--- config.mk ---
export PLATFORM = sky130hd
export DESIGN_NAME = bib3_hakem
export DESIGN_NICKNAME = d
export VERILOG_FILES = /design/src/rtl/bib3_pkg.sv /design/src/rtl/bib3_hakem_rr_sec.sv /design/src/rtl/bib3_hakem.sv
export SDC_FILE = /design/constraint.sdc
export NUM_CORES = 1
export LEC_CHECK = 0
export BUFFER_PORTS_ARGS = -buffer_cell sky130_fd_sc_hd__clkbuf_2
export CAP_MARGIN = 20
export CELL_PAD_IN_SITES_DETAIL_PLACEMENT = 1
export CELL_PAD_IN_SITES_GLOBAL_PLACEMENT = 1
export CORE_MARGIN = 1.5
export CORE_UTILIZATION = 44
export CTS_BUF_LIST = sky130_fd_sc_hd__clkbuf_8
export DETAILED_ROUTE_END_ITERATION = 10
export GPL_TIMING_DRIVEN = 0
export HOLD_SLACK_MARGIN = 0.02
export PLACE_DENSITY_LB_ADDON = 0.05
export SYNTH_ARGS = -nofsm -noshare
export SYNTH_HDL_FRONTEND = slang
export SYNTH_SLANG_ARGS = --single-unit
--- constraint.sdc ---
create_clock -name clk -period 3.9 [get_ports clk]
set_clock_uncertainty 0.05 [all_clocks]
set_input_delay 0.39 -clock clk [delete_from_list [all_inputs] [get_ports clk]]
set_output_delay 0.39 -clock clk [all_outputs]
set_load 0.03 [all_outputs]
--- src/rtl/bib3_pkg.sv ---
`default_nettype none
// ============================================================================
//  Module      : bib3_pkg
//  Description : Shared types, field positions and the combinational bib3
//                operation used by the bib3_hakem arbiter.
//  Revision    : 1.0 - initial release
// ============================================================================
package bib3_pkg;

    localparam int BUYRUK_W = 9;
    localparam int SONUC_W  = 4;

    // buyruk = {opcode[8:6], sayi1[5:3], sayi2[2:0]}
    localparam int OPCODE_MSB = 8;
    localparam int OPCODE_LSB = 6;
    localparam int SAYI1_MSB  = 5;
    localparam int SAYI1_LSB  = 3;
    localparam int SAYI2_MSB  = 2;
    localparam int SAYI2_LSB  = 0;

    localparam logic [2:0] OP_TOPLA = 3'b000;  // sayi1 + sayi2
    localparam logic [2:0] OP_CIKAR = 3'b001;  // sayi1 - sayi2 (4-bit wrap)
    localparam logic [2:0] OP_VE    = 3'b010;  // sayi1 & sayi2
    localparam logic [2:0] OP_VEYA  = 3'b011;  // sayi1 | sayi2
    localparam logic [2:0] OP_XOR   = 3'b100;  // sayi1 ^ sayi2
    localparam logic [2:0] OP_DEGIL = 3'b101;  // ~sayi1, zero-extended
    localparam logic [2:0] OP_KAYDIR = 3'b110; // sayi1 << 1
    localparam logic [2:0] OP_BUYUK = 3'b111;  // 1 if sayi1 > sayi2 else 0

    typedef enum logic [1:0] {
        BOSTA = 2'd0,
        ISLEM = 2'd1,
        CEVAP = 2'd2
    } durum_t;

    // Combinational bib3 unit: one instruction in, one 4-bit result out.
    function automatic logic [SONUC_W-1:0] bib3(input logic [BUYRUK_W-1:0] b);
        logic [2:0]         op;
        logic [2:0]         s1;
        logic [2:0]         s2;
        logic [SONUC_W-1:0] a4;
        logic [SONUC_W-1:0] b4;
        logic [SONUC_W-1:0] r;
        op = b[OPCODE_MSB:OPCODE_LSB];
        s1 = b[SAYI1_MSB:SAYI1_LSB];
        s2 = b[SAYI2_MSB:SAYI2_LSB];
        a4 = {1'b0, s1};
        b4 = {1'b0, s2};
        case (op)
            OP_TOPLA:  r = a4 + b4;
            OP_CIKAR:  r = a4 - b4;
            OP_VE:     r = a4 & b4;
            OP_VEYA:   r = a4 | b4;
            OP_XOR:    r = a4 ^ b4;
            OP_DEGIL:  r = {1'b0, ~s1};
            OP_KAYDIR: r = {s1, 1'b0};
            default:   r = (s1 > s2) ? 4'd1 : 4'd0;
        endcase
        return r;
    endfunction

endpackage
`default_nettype wire

--- src/rtl/bib3_hakem_rr_sec.sv ---
`default_nettype none
// ============================================================================
//  Module      : bib3_rr_sec
//  Description : Combinational two-way round-robin picker. A lone request
//                wins outright; on contention the requester not served last
//                (~son) wins.
//  Revision    : 1.0 - initial release
// ============================================================================
module bib3_rr_sec (
    input  logic [1:0] valid,
    input  logic       son,
    output logic       grant,
    output logic       any
);

    // Pick the winner index from the request vector and last-served pointer.
    always_comb begin
        any   = |valid;
        grant = 1'b0;
        case (valid)
            2'b10:   grant = 1'b1;
            2'b11:   grant = ~son;
            default: grant = 1'b0;
        endcase
    end

endmodule
`default_nettype wire

--- src/rtl/bib3_hakem.sv ---
`default_nettype none
// ============================================================================
//  Module      : bib3_hakem
//  Description : Round-robin arbiter sharing one bib3 unit between two
//                requesters. Capture -> compute -> respond, one op every
//                three cycles, all outputs registered.
//                Optional build macro: BIB3_HAKEM_STATS_EN adds saturating
//                per-requester completion counters sayac0/sayac1.
//  Revision    : 1.0 - initial release
// ============================================================================
module bib3_hakem
    import bib3_pkg::*;
#(
    parameter int unsigned ILK_ONCELIK = 0,
    parameter int unsigned SAYAC_W     = 8
) (
    input  logic                clk,
    input  logic                rst,
    input  logic [1:0]          istek_gecerli,
    input  logic [BUYRUK_W-1:0] buyruk0,
    input  logic [BUYRUK_W-1:0] buyruk1,
    output logic [1:0]          istek_ack,
    output logic [1:0]          sonuc_gecerli,
    output logic [SONUC_W-1:0]  sonuc
`ifdef BIB3_HAKEM_STATS_EN
    ,
    output logic [SAYAC_W-1:0]  sayac0,
    output logic [SAYAC_W-1:0]  sayac1
`endif
);

    durum_t                r_state;
    logic [1:0]            r_ack;
    logic [1:0]            r_sv;
    logic [SONUC_W-1:0]    r_sonuc;
    logic [BUYRUK_W-1:0]   r_buyruk;
    logic                  r_grant;
    logic                  r_son;

    logic                  w_grant;
    logic                  w_any;
    logic [SONUC_W-1:0]    w_sonuc;

    bib3_rr_sec u_sec (
        .valid (istek_gecerli),
        .son   (r_son),
        .grant (w_grant),
        .any   (w_any)
    );

    // The single shared bib3 unit, fed only from the captured instruction.
    assign w_sonuc = bib3(r_buyruk);

    // Arbiter FSM: capture in BOSTA, compute in ISLEM, pulse result in CEVAP.
    always_ff @(posedge clk) begin
        if (rst) begin
            r_state  <= BOSTA;
            r_ack    <= 2'b00;
            r_sv     <= 2'b00;
            r_sonuc  <= '0;
            r_buyruk <= '0;
            r_grant  <= 1'b0;
            r_son    <= (ILK_ONCELIK == 0);
        end else begin
            case (r_state)
                BOSTA: begin
                    if (w_any) begin
                        r_buyruk <= w_grant ? buyruk1 : buyruk0;
                        r_grant  <= w_grant;
                        r_ack    <= w_grant ? 2'b10 : 2'b01;
                        r_state  <= ISLEM;
                    end
                end
                ISLEM: begin
                    r_sonuc <= w_sonuc;
                    r_sv    <= r_grant ? 2'b10 : 2'b01;
                    r_ack   <= 2'b00;
                    r_state <= CEVAP;
                end
                CEVAP: begin
                    r_sv    <= 2'b00;
                    r_son   <= r_grant;
                    r_state <= BOSTA;
                end
                default: begin
                    r_ack   <= 2'b00;
                    r_sv    <= 2'b00;
                    r_state <= BOSTA;
                end
            endcase
        end
    end

    assign istek_ack     = r_ack;
    assign sonuc_gecerli = r_sv;
    assign sonuc         = r_sonuc;

`ifdef BIB3_HAKEM_STATS_EN
    logic [SAYAC_W-1:0] r_sayac0;
    logic [SAYAC_W-1:0] r_sayac1;

    // Count completed ops per requester at the response edge, saturating.
    always_ff @(posedge clk) begin
        if (rst) begin
            r_sayac0 <= '0;
            r_sayac1 <= '0;
        end else if (r_state == CEVAP) begin
            if (!r_grant && (r_sayac0 != {SAYAC_W{1'b1}})) begin
                r_sayac0 <= r_sayac0 + 1'b1;
            end
            if (r_grant && (r_sayac1 != {SAYAC_W{1'b1}})) begin
                r_sayac1 <= r_sayac1 + 1'b1;
            end
        end
    end

    assign sayac0 = r_sayac0;
    assign sayac1 = r_sayac1;
`else
    // Counter width is only meaningful in the statistics build.
    logic w_unused_sayac_w;
    assign w_unused_sayac_w = (SAYAC_W > 0);
`endif

endmodule
`default_nettype wire

==> results.txt <==
The antenna diode instance count came out at 0. Yosys attributes the largest share of cell area to sky130_fd_sc_hd__dfxtp_1 (33%), sky130_fd_sc_hd__ha_1 (8.9%), sky130_fd_sc_hd__a222oi_1 (7.9%). The number of different library cells used by synthesis comes to 37. The number of placed instances, taps included came out at 202.

The slew at the pin closest to its max-slew limit came out at 0.693 ns. In this run, the number of DRC markers left after iteration 0 of detailed routing was 51. The total number of clock tree sinks is 21. The proportion of layout cells with a drive suffix above 1 came out at 23.4%. The final sum of negative setup slack came out at 0 ns.

The number of max-slew violations in the final report is 0. The cell with the most instances after synthesis is sky130_fd_sc_hd__dfxtp_1. The initial utilization of the core area, before any placement, comes to 46.3%.

The category of the most critical setup path is reg -> reg. The cell at the root of the clock tree is sky130_fd_sc_hd__clkbuf_8. In this run, CTS created clock tree buffers numbering 3.

The combined area of all synthesized cells came out at 1260 um2. The routed design could run at a clock period as short as 2.21 ns. The count of mapped cells out of synthesis came out at 142. The post-route clock period utilization came out at 56.7%. Entering global routing, the biggest net connects 12 pins. The estimated wirelength of the detail-placed design came out at 2520 um. The count of synthesis-stage warnings from yosys is 0. The run finished with clean final reports.

The number of synthesized flops with an enable pin is 0. In the synthesized netlist the dominant register cell turns out to be sky130_fd_sc_hd__dfxtp_1. The horizontal extent of the die came out at 56.6 um. The final-report hold violation count is 0.

The area growth from synthesis to layout came out at 18.1%. The length of the first detailed-routing pass in iterations came out at 4. The final setup violation count is 0. Along the worst path, the maximum fanout reaches 4. The proportion of register bits with asynchronous set or reset after synthesis came out at 0%. The core area is 2730 um2. The worst hold path stage count came out at 3.

The highest attainable clock frequency is 452 MHz. The maximum number of buffers from clock root to sink came out at 2. The global-route total usage across every layer is 21.9%.

The path class of the tightest hold or removal check is in -> reg. The die area came out at 3210 um2. The via count of the first global-routing pass was 1232.

The placer's final routability congestion estimate is 0.784. The data arrival time at the worst-slack endpoint is 2.37 ns. The net count of the finished layout is 210. The global-route wire length before repair came out at 5510 um. The buffer count from post-CTS setup fixing came out at 0. STA classifies the critical path endpoint as a flop. Across the run, the number of max-cap violations was 0. The via count is 1163. The DRC violation count after routing is 0. In this run the register-to-register setup slack is 1.69 ns.

The number of flip-flops and latches in the synthesized netlist is 21. The total congestion overflow is 0. The signal on the critical path passes through inv_1 > ha_1 > inv_1 > fa_1 > inv_1 > fa_1 > mux2_2 > o221ai_1 > o21a_1.

Using the TritonRoute via totals, the vias-per-cell ratio works out to 5.65. The aggregate routed wire length is 3190 um. The vertical extent of the die is 56.6 um.

The total I/O pin count is 30. Power spread over the standard cell area amounts to 370 nW/um2. The number of nets produced by synthesis came out at 176. The proportion of synthesized chip area in sequential cells came out at 33.2%. The worst register-to-register path has a depth of 9. The initial antenna violation count is 0.

The proportion of netlist area held by the largest area contributor is 33.2%. The worst setup path is launched from a flop. The capturing element of the worst setup path is sonuc[2]. Setup repair after global routing left no endpoint under its margin. The final cell count without fillers is 206.

The mean post-synth cell area is 8.91 um2. For this design, the CTS-stage hold fixing added 0 buffers. The floorplan row count is 19. The total number of H-tree levels is 1. The port buffer count came out at 29. The largest individual stage delay along the critical path comes from the cell sky130_fd_sc_hd__fa_1. The count of buffer and inverter cells on the critical path came out at 3. The worst-case IR drop observed on VDD is 0.224 mV. The most frequent cell on the critical path is sky130_fd_sc_hd__inv_1. In this run, post-CTS repair resized a total of 0 instances.

The critical path required time is 4.05 ns. The later-pin clock latency in the skew report is 0.25 ns. The worst register-to-register path begins at r_buyruk[3].

The commonest cells after synthesis are sky130_fd_sc_hd__dfxtp_1 (21), sky130_fd_sc_hd__nor2_1 (17), sky130_fd_sc_hd__inv_1 (15). The source of the critical timing path is r_buyruk[3]. On the worst path, the slowest cell contributes a delay of 0.41 ns. After clock tree synthesis, the clock-pin slew on the worst setup and hold paths is 0.08 ns. The endpoint of the worst register-to-register path is sonuc[2].

The relative max-transition margin came out at 53.7%. The antenna violation net count after detailed routing is 0. Grouping stages by cell kind, the critical path spends the most delay in adder cells. The analysis attributes to cell leakage a power of 0.646 nW. The CTS tree is yes. The average detailed-routed wire length per instance came out at 15.5 um. Summed over all instances, the cell type with the most area after synthesis is sky130_fd_sc_hd__dfxtp_1.

The instance count on the critical path came out at 9.
-- registers in the layout (all words and copies together) (netlist names) --
| register | count |
|---|---|
| r_grant | 1 |
| r_buyruk | 9 |
| r_state | 2 |
| r_son | 1 |
| sonuc_gecerli | 2 |
| istek_ack | 2 |
| sonuc | 4 |
-- how the worst min path moves through the flow --
stage                 start            to  slack [ns]
6_report         buyruk1[1]   r_buyruk[1]        0.33
5_1_grt          buyruk1[2]   r_buyruk[2]        0.33
4_1_cts          buyruk1[3]   r_buyruk[3]        0.33
3_5_place_dp       sonuc[1]      sonuc[1]        0.44
3_3_place_gp   istek_ack[1]  istek_ack[1]        0.42
2_1_floorplan       r_grant         r_son        0.41
-- layer usage --
metal  share of wire (%)  vias up  GRT usage [%]
met3                 2.4        6           3.23
met5                   0        -              0
met2                  51       16           39.5
met1                  44      559           26.0
met4                 1.9        0           7.48
li1                    -      582              -
-- final cells by class --
cell class,instances,area (um2)
Fill cell,342,1240
Clock buffer,3,41.3
Clock inverter,1,3.75
Multi-Input combinational cell,98,748
Tap cell,31,38.8
Timing Repair Buffer,29,145
Sequential cell,21,420
Buffer,8,40.0
Inverter,15,56.3
-- cell usage in the layout, fill, tap and decap left out, types with 2 or more instances in the layout --
cell | netlist | routed
sky130_fd_sc_hd__dfxtp_1 | 21 | 21
sky130_fd_sc_hd__nor2b_1 | 5 | 5
sky130_fd_sc_hd__fa_1 | 3 | 3
sky130_fd_sc_hd__clkbuf_2 | 0 | 29
sky130_fd_sc_hd__a222oi_1 | 10 | 10
sky130_fd_sc_hd__nand2_1 | 4 | 4
sky130_fd_sc_hd__ha_1 | 9 | 9
sky130_fd_sc_hd__nand3_1 | 2 | 2
sky130_fd_sc_hd__nand2b_1 | 5 | 5
sky130_fd_sc_hd__mux2i_1 | 4 | 4
sky130_fd_sc_hd__a221oi_1 | 2 | 2
sky130_fd_sc_hd__o21ai_0 | 2 | 2
sky130_fd_sc_hd__a211o_1 | 2 | 2
sky130_fd_sc_hd__inv_1 | 15 | 16
sky130_fd_sc_hd__nor3_1 | 4 | 4
sky130_fd_sc_hd__clkbuf_8 | 0 | 3
sky130_fd_sc_hd__o221ai_1 | 3 | 3
sky130_fd_sc_hd__a211oi_1 | 2 | 2
sky130_fd_sc_hd__buf_2 | 2 | 2
sky130_fd_sc_hd__clkbuf_1 | 5 | 5
sky130_fd_sc_hd__a21oi_1 | 7 | 7
sky130_fd_sc_hd__o21a_1 | 2 | 2
sky130_fd_sc_hd__nor2_1 | 17 | 17
-- where the power goes --
group / switching (mW) / internal [mW] / leakage (nW)
combinational: 0.0916 / 0.0713 / 0.447
sequential: 0.0179 / 0.231 / 0.172
clock: 0.0697 / 0.0700 / 0.0269
total: 0.179 / 0.373 / 0.646
-- tightest hold or removal path, stage by stage --
cell	delay (ns)
sky130_fd_sc_hd__clkbuf_2	0.08
sky130_fd_sc_hd__a222oi_1	0.06
sky130_fd_sc_hd__nor2_1	0.08
-- kinds of logic (layout without fill, tap and decap cells) --
kind of cell | Yosys count | count (layout) | synth area share, %
AO/OA/AOI/OAI | 39 | 39 | 25.0
AND/OR/NAND/NOR | 42 | 42 | 16.4
buffers and inverters | 23 | 56 | 7.62
multiplexers | 5 | 5 | 4.06
adder cells (fa/ha/maj) | 12 | 12 | 13.7
flip-flops | 21 | 21 | 33.2
-- through the flow --
step / setup WS [ns] / power (mW) / hold WS (ns) / instance area [um2] / util, %
after floorplan: 1.89 / 0.367 / 0.408 / 1260 / -
after global placement: 1.74 / 0.409 / 0.420 / 1450 / 53.0
after detailed placement: 1.71 / 0.417 / 0.441 / 1450 / 53.0
after CTS: 1.68 / 0.558 / 0.329 / 1490 / 54.6
after global routing: 1.52 / 0.586 / 0.334 / 1490 / 54.6
final: 1.69 / 0.552 / 0.332 / 1490 / 54.6
(Power assumes the default switching activity.)
